<file path="src/rtl/fc_neuron_mac.sv">
// Streaming multiply-accumulate neuron: bias + sum(w*v) over NUM_INPUTS operands,
// LANES pairs per beat, with saturation, overflow flag and optional ReLU.
module fc_neuron_mac #(
  parameter int SIZE       = 16,
  parameter int PRECISION  = 11,
  parameter int LANES      = 4,
  parameter int NUM_INPUTS = 16
) (
  input  logic                        clk,
  input  logic                        rst,
  input  logic                        i_start,
  input  logic [SIZE-1:0]             i_bias,
  input  logic                        i_relu,
  input  logic                        i_valid,
  output logic                        o_ready,
  input  logic [LANES-1:0][SIZE-1:0]  i_values,
  input  logic [LANES-1:0][SIZE-1:0]  i_weights,
  output logic                        o_valid,
  input  logic                        i_ready,
  output logic [SIZE-1:0]             o_value,
  output logic                        o_overflow,
  output logic                        o_busy
);

  localparam int BEATS = NUM_INPUTS / LANES;
  localparam int ACC_W = 2*SIZE + $clog2(NUM_INPUTS+1) + 1;
  localparam int CNT_W = (BEATS > 1) ? $clog2(BEATS) : 1;
  localparam int EXT_W = ACC_W - SIZE - PRECISION;

  localparam logic signed [ACC_W-1:0] SAT_MAX = {{(ACC_W-SIZE+1){1'b0}}, {(SIZE-1){1'b1}}};
  localparam logic signed [ACC_W-1:0] SAT_MIN = {{(ACC_W-SIZE+1){1'b1}}, {(SIZE-1){1'b0}}};

  typedef enum logic [1:0] {
    S_IDLE,
    S_ACCUM,
    S_OUTPUT
  } state_t;

  state_t                   r_state;
  logic signed [ACC_W-1:0]  r_acc;
  logic [CNT_W-1:0]         r_cnt;
  logic                     r_relu;

  logic signed [2*SIZE-1:0] w_prod;
  logic signed [ACC_W-1:0]  w_beat_sum;
  logic signed [ACC_W-1:0]  w_acc_next;
  logic signed [ACC_W-1:0]  w_shift;
  logic [SIZE-1:0]          w_sat;
  logic                     w_ovf;
  logic [SIZE-1:0]          w_res;
  logic                     w_accept;
  logic                     w_last;

  assign w_accept = i_valid && o_ready;
  assign w_last   = (r_cnt == CNT_W'(BEATS-1));

  always_comb begin
    w_prod     = '0;
    w_beat_sum = '0;
    for (int unsigned k = 0; k < LANES; k++) begin
      w_prod     = $signed({{SIZE{i_weights[k][SIZE-1]}}, i_weights[k]}) *
                   $signed({{SIZE{i_values[k][SIZE-1]}},  i_values[k]});
      w_beat_sum = w_beat_sum + $signed({{(ACC_W-2*SIZE){w_prod[2*SIZE-1]}}, w_prod});
    end
    w_acc_next = r_acc + w_beat_sum;
  end

  // Result is taken from the post-beat sum so it can be registered on the last beat.
  always_comb begin
    w_shift = w_acc_next >>> PRECISION;
    w_ovf   = 1'b0;
    if (w_shift > SAT_MAX) begin
      w_sat = {1'b0, {(SIZE-1){1'b1}}};
      w_ovf = 1'b1;
    end else if (w_shift < SAT_MIN) begin
      w_sat = {1'b1, {(SIZE-1){1'b0}}};
      w_ovf = 1'b1;
    end else begin
      w_sat = w_shift[SIZE-1:0];
    end
    w_res = (r_relu && w_sat[SIZE-1]) ? '0 : w_sat;
  end

  always_ff @(posedge clk or posedge rst) begin
    if (rst) begin
      r_state    <= S_IDLE;
      r_acc      <= '0;
      r_cnt      <= '0;
      r_relu     <= 1'b0;
      o_ready    <= 1'b0;
      o_valid    <= 1'b0;
      o_busy     <= 1'b0;
      o_value    <= '0;
      o_overflow <= 1'b0;
    end else begin
      case (r_state)
        S_IDLE: begin
          if (i_start) begin
            r_acc   <= $signed({{EXT_W{i_bias[SIZE-1]}}, i_bias, {PRECISION{1'b0}}});
            r_relu  <= i_relu;
            r_cnt   <= '0;
            o_ready <= 1'b1;
            o_busy  <= 1'b1;
            r_state <= S_ACCUM;
          end
        end
        S_ACCUM: begin
          if (w_accept) begin
            r_acc <= w_acc_next;
            r_cnt <= r_cnt + 1'b1;
            if (w_last) begin
              o_ready    <= 1'b0;
              o_valid    <= 1'b1;
              o_value    <= w_res;
              o_overflow <= w_ovf;
              r_state    <= S_OUTPUT;
            end
          end
        end
        S_OUTPUT: begin
          if (i_ready) begin
            o_valid <= 1'b0;
            o_busy  <= 1'b0;
            r_state <= S_IDLE;
          end
        end
        default: r_state <= S_IDLE;
      endcase
    end
  end

endmodule

</file>
<file path="config.mk">
export PLATFORM = sky130hd
export DESIGN_NAME = fc_neuron_mac
export DESIGN_NICKNAME = d
export VERILOG_FILES = /design/src/rtl/fc_neuron_mac.sv
export SDC_FILE = /design/constraint.sdc
export NUM_CORES = 2
export LEC_CHECK = 0
export BUFFER_PORTS_ARGS = -buffer_cell sky130_fd_sc_hd__buf_2
export CAP_MARGIN = 20
export CORE_MARGIN = 5
export CORE_UTILIZATION = 60
export DETAILED_ROUTE_END_ITERATION = 10
export GPL_TIMING_DRIVEN = 0
export PLACE_DENSITY = 0.8
export SYNTH_ARGS = -nofsm -noshare
export SYNTH_HDL_FRONTEND = slang
export SYNTH_SLANG_ARGS = --single-unit
</file>
<file path="constraint.sdc">
create_clock -name clk -period 7.8 [get_ports clk]
set_input_delay 0.39 -clock clk [delete_from_list [all_inputs] [get_ports clk]]
set_output_delay 0.39 -clock clk [all_outputs]
set_load 0.005 [all_outputs]
</file>
; Word-level counts from Yosys, hierarchy flattened
; Cells that the tools add are included.
[totals]
ff_bits = 63
inputBits = 150
out_inout_bits = 20
[op_classes]
addsub = 5
n_mul = 4
order_cmp = 2
eq_ne = 7
muxes = 25
n_reduce_logical = 13
[ops]
columns = op, n
row1 = 16-bit by 16-bit multiplier with 32-bit output, 4
row2 = 38-bit 2-to-1 mux, 2
row3 = 38-bit one-hot mux with 2 select lines, 1
row4 = 16-bit 2-to-1 mux, 3
row5 = 38-bit by 35-bit adder with 38-bit output, 1
row6 = 34-bit by 32-bit adder with 35-bit output, 1
row7 = 33-bit by 32-bit adder with 34-bit output, 1
row8 = 32-bit by 32-bit adder with 33-bit output, 1
row9 = "27-bit by 16-bit greater-than comparator with 1-bit output, second input constant", 1
row10 = "27-bit by 16-bit less-than comparator with 1-bit output, second input constant", 1
row11 = 2-bit 2-to-1 mux, 6
row12 = 4-bit AND reduction, 3
row13 = 3-bit AND reduction, 3
row14 = 1-bit 2-to-1 mux, 8
row15 = "2-bit != test, second input constant", 4
row16 = 1-bit one-hot mux with 2 select lines, 3
row17 = 2-bit one-hot mux with 3 select lines, 1
row18 = 2-bit nonzero test, 3
row19 = "2-bit == test, second input constant", 2
row20 = 2-bit one-hot mux with 2 select lines, 1
row21 = "2-bit by 1-bit adder with 2-bit output, second input constant", 1
row22 = "2-bit by 1-bit == test with 1-bit output, second input constant", 1
row23 = 1-bit logical AND, 2
row24 = 2-bit zero test, 1
row25 = 2-bit AND reduction, 1

; Depth between registers and ports, before layout
[depth]
word_depth = 10
depth_mapped = 35

; Worst setup path after synthesis
; OpenSTA, ideal clock, no wires.
[synth_timing]
kind = in2reg
start = in i_weights[47] (netlist bit)
end = reg o_value[13]
t_arrival_ns = 9.034
path_slack_ns = -1.361
stages = 29
cell_sequence = clkbuf_1 nand2_1 inv_1 fa_1 inv_1 fa_1 fa_1 fa_1 inv_1 fa_1 fa_1 fa_1 fa_1 fa_1 inv_1 fa_1 inv_1 ha_1 and2_1 and4_4 nand2_2 a31oi_1 or3_1 a21o_1 a2111oi_4 nand4bb_2 and3b_4 buf_6 a221o_1
[synth_between]
elab_chain_len = 9
word_cells_on_any_way = 10
classes_between = add/sub: 3 / mul: 1 / order compare: 2 / mux: 3 / reduce/logical: 1
[synth_lines]
columns = element, line_no
row1 = start: declaration, 17  ; input logic [LANES-1:0][SIZE-1:0] i_weights,
row2 = 16-bit by 16-bit multiplier with 32-bit output *, 61  ; w_prod = $signed({{SIZE{i_weights[k][SIZE-1]}}, i_weights[k]}) *
row3 = 33-bit by 32-bit adder with 34-bit output *, 63  ; w_beat_sum = w_beat_sum + $signed({{(ACC_W-2*SIZE){w_prod[2*SIZE-1]}}, w_prod});
row4 = 34-bit by 32-bit adder with 35-bit output *, 63
row5 = 38-bit by 35-bit adder with 38-bit output *, 65  ; w_acc_next = r_acc + w_beat_sum;
row6 = 27-bit by 16-bit less-than comparator with 1-bit output, 75  ; end else if (w_shift < SAT_MIN) begin
row7 = 16-bit 2-to-1 mux, 75
row8 = 16-bit 2-to-1 mux *, 72  ; if (w_shift > SAT_MAX) begin
row9 = 1-bit logical AND, 81  ; w_res = (r_relu && w_sat[SIZE-1]) ? '0 : w_sat;
row10 = 16-bit 2-to-1 mux *, 81
row11 = end signal: assignment, 114  ; o_value <= w_res;
row12 = end: declaration, 20  ; output logic [SIZE-1:0] o_value,
; Mark *: on every way between the ends. The rest lies on a longest branch, timed or not.
; A chain may end at the register's enable or synchronous reset.

; Worst setup path in the final report
[layout_timing]
start = in i_weights[63] (netlist bit)
end = reg o_value[13]
[layout_between]
elab_chain_len = 8
word_cells_on_any_way = 9
classes_between = add/sub: 2 / mul: 1 / order compare: 2 / mux: 3 / reduce/logical: 1
[layout_lines]
columns = element, line_no
row1 = 16-bit by 16-bit multiplier with 32-bit output *, 61
row2 = 34-bit by 32-bit adder with 35-bit output *, 63
row3 = 38-bit by 35-bit adder with 38-bit output *, 65
row4 = 27-bit by 16-bit less-than comparator with 1-bit output, 75
row5 = 16-bit 2-to-1 mux, 75
row6 = 16-bit 2-to-1 mux *, 72
row7 = 1-bit logical AND, 81
row8 = 16-bit 2-to-1 mux *, 81
; Marks and branches as above.

==> reports/qor.csv <==
stage;metric;value;unit
layout;fin_cells;6079;
critical_path;rrSetupSlack;-0.40;ns
sta;finClkSkew;0.0106;ns
clocking;hold_buffers;0;
sta;worst_pin_slew;1.04;ns
critical_path;start_kind;input port;
synth;synth_top_area_cell;fa_1;
floorplanning;die_w;287;um
detailed_routing;routed_wl;135;mm
detailed_routing;vias_per_cell;5.47;
floorplanning;std_cell_rows;101;
floorplanning;start_util;60.6;%
sta;fin_crit;9.14;ns
synth;syn-cell-area;0.0461;mm^2
sta;fin_ws;-1.34;ns
global_route;grt_pass1_wl;213;mm
critical_path;crit_family;adder cells;
synth;ys_seq_area_share;3.42;%
critical_path;cp.arrival;9.37;ns
clocking;clock_path_buffers;2;
sta;fmax;109;MHz
clocking;clkSlewWorstSetupHoldPaths;0.06;ns
floorplanning;dieArea;0.0825;mm^2
synth;yosys_warnings;0;
critical_path;worst-endpoint-required;8.03;ns
detailed_routing;route.detailed.drc;0;
clocking;cts_tree;built;
critical_path;critical-path-max-stage-delay;0.60;ns
clocking;numCtsBuffers;9;
synth;synth_top_cell_area_share;58.5;%
synth;syn_inst;4694;
detailed_routing;vias;33300;
critical_path;critPathSlowestCell;fa_2;
critical_path;rr_worst_depth;27;
clocking;insertion_delay;0.36;ns
min_path;hold_path.class;input port to async pin;
clocking;cts_sinks;63;
sta;hold_viol_final;0;
clocking;h-tree-depth;3;
layout;area_growth;15.1;%
critical_path;path_class;input port to flip-flop;
global_route;antenna_found_initial;13;
floorplanning;core_area;0.0761;mm^2
synth;yosysUniqueCellTypes;74;
flow_run;maxCapViolCount;0;
global_route;track_usage;34.0;%
critical_path;worstReg2RegStart;r_acc[15]$_DFFE_PP0P_;
place;place.gp.congestion;0.988;
synth;synth-seq-cells;63;
synth;ys.flop_type;dfrtp_1;
global_route;grt_remaining_overflow;0;
synth;yosysMostFrequentCell;inv_1;
clocking;cts-root-buf;clkbuf_16;
global_route;grt_pass1_vias;37600;
detailed_routing;wl_per_cell;22.1;um
critical_path;crit_fanout;6;
run_status;status;finished, violations left;
run_status;violations;negative setup slack;
floorplanning;ios;170;
synth;postSynth.asyncResetShare;100;%
synth;avgSynthCellArea;9.82;um^2
sta;relSlewSlack;30.6;%
synth;synth_common_cells;1386 x inv_1, 1346 x fa_1, 518 x and2_1, 509 x nand2_1, 313 x ha_1;
global_route;grt_max_degree;64;
place;hpwlAfterDp;118;mm
layout;final.fill_count;5491;
place;portBuffers;169;
sta;finalCritPeriodShare;117;%
layout;fin_nets;6847;
synth;synth_edf_count;0;
detailed_routing;drtIter0Drc;2310;
critical_path;cp-end-kind;flip-flop;
critical_path;rr_endpoint;o_value[13]$_DFFE_PP0P_;
layout;layout-drive-gt1-share;16.3;%
sta;maxSlewViolCount;0;
synth;synth_area_leaders;fa_1 58%, inv_1 11%, ha_1 8.5%;
place;dp_cells;5893;
detailed_routing;first_pass_iters;6;
floorplanning;die_height;287;um
critical_path;path_buf_inv;12;
sta;rsz0062_at_grt;yes;
detailed_routing;ant_nets;0;
synth;synth_fp_nets;6503;
sta;finalSetupViolations;39;
[registers in the layout, summed over array words and instances (netlist names)]
name,cells
o_busy,1
o_value,16
o_valid,1
o_overflow,1
o_ready,1
r_acc,38
r_relu,1
r_state,2
r_cnt,2
[timing repair]
item / 4_1_cts / 5_1_grt
endpoints found under the hold margin: 0 / 0
pin swaps: 191 / 102
cloned: 5 / 0
buffers inserted: 132 / 31
endpoints found under the setup margin: 44 / 44
resized for setup: 666 / 163
[how the worst max path moves through the flow]
stage	end	start	cells after the start
after floorplan	o_value[9]$_DFFE_PP0P_	i_weights[63]	31
after global placement	o_value[11]$_DFFE_PP0P_	i_values[47]	30
after detailed placement	o_value[12]$_DFFE_PP0P_	i_values[47]	30
after CTS	o_value[13]$_DFFE_PP0P_	i_weights[43]	31
after global routing	o_value[13]$_DFFE_PP0P_	i_weights[43]	32
final	o_value[13]$_DFFE_PP0P_	i_weights[63]	33
[cell families (layout without fill, tap and decap cells)]
| family | Yosys count | in the layout | share of synthesized area (%) |
|---|---|---|---|
| muxes | 2 | 2 | 0.0462 |
| AOI/OAI and AO/OA | 212 | 212 | 3.17 |
| DFF | 63 | 63 | 3.42 |
| xor gates and xnor gates | 41 | 41 | 0.796 |
| other | 0 | 7 | 0 |
| and+or+nand+nor | 1179 | 1179 | 13.0 |
| adders and majority gates | 1659 | 1659 | 67.0 |
| buffers and inverters | 1538 | 1886 | 12.6 |
[layout by cell type, fill, tap and decap left out, drive strengths merged, types with 5 or more instances in the layout]
cell	netlist	routed
a211oi	6	6
nand2b	35	35
buf	9	355
xnor2	27	27
o31ai	6	6
ha	313	313
fa	1346	1346
o211ai	6	6
xor2	14	14
nand4	9	9
a21o	6	6
and2	518	518
nand2	510	510
inv	1386	1374
a22o	5	5
and3	6	6
nand3	9	9
clkinvlp	0	13
a21oi	50	50
diode	0	7
nor2	60	60
and4	5	5
dfrtp	63	63
nor2b	5	5
nor3	7	7
o22ai	15	15
o21ai	64	64
a221o	21	21
clkbuf	143	142
[per-layer routing]
layer	part of all wire (%)	global-route usage, %	vias up
met2	48	56.7	1458
met3	7.4	5.36	438
met4	7.0	17.6	16
li1	-	-	14000
met1	38	43.3	17300
met5	0.068	0	-
[worst register-to-register path: stages, from the launching register on]
cell	delay (ns)
dfrtp_1	0.34
inv_1	0.07
fa_1	0.48
inv_1	0.06
fa_1	0.45
fa_1	0.55
inv_1	0.05
fa_1	0.51
fa_1	0.55
inv_1	0.05
fa_1	0.51
fa_1	0.43
fa_1	0.50
inv_1	0.08
fa_1	0.52
inv_1	0.08
ha_4	0.28
a21oi_1	0.23
o21ai_2	0.12
a211oi_4	0.54
a2111o_1	0.36
a211oi_4	0.09
buf_6	0.14
a2111oi_4	0.26
nand4bb_4	0.20
and3b_4	0.25
buf_6	0.13
a221o_1	0.26
[through the flow]
stage               setup TNS (ns)  instance area (um^2)  worst slack, ns  utilization, %  hold WS [ns]
floorplan                   -17.67                 46500            -1.03               -         0.445
global placement            -83.58                 48600            -2.85            63.9         0.461
detailed placement          -84.06                 48600            -2.82            63.9         0.467
CTS                         -25.18                 52400            -1.18            68.9         0.213
global route                -36.93                 53100            -1.49            69.7         0.266
finish                      -30.82                 53100            -1.34            69.8         0.179
[area by class of cell]
| type | count | area [um^2] | area share, % |
|---|---|---|---|
| multi-input combinational | 3093 | 40300 | 75.9 |
| inverter | 1386 | 5260 | 9.90 |
| timing repair buffer | 336 | 2580 | 4.86 |
| buffer | 149 | 1790 | 3.37 |
| sequential | 63 | 1580 | 2.97 |
| tap | 1030 | 1290 | 2.43 |
| clock buffer | 12 | 256 | 0.483 |
| clock inverter | 3 | 42.5 | 0.0802 |
| antenna | 7 | 17.5 | 0.0330 |
Power is left out: the tool's default activity adds up to more than one toggle a clock period on the data nets, which glitch-free logic cannot reach.
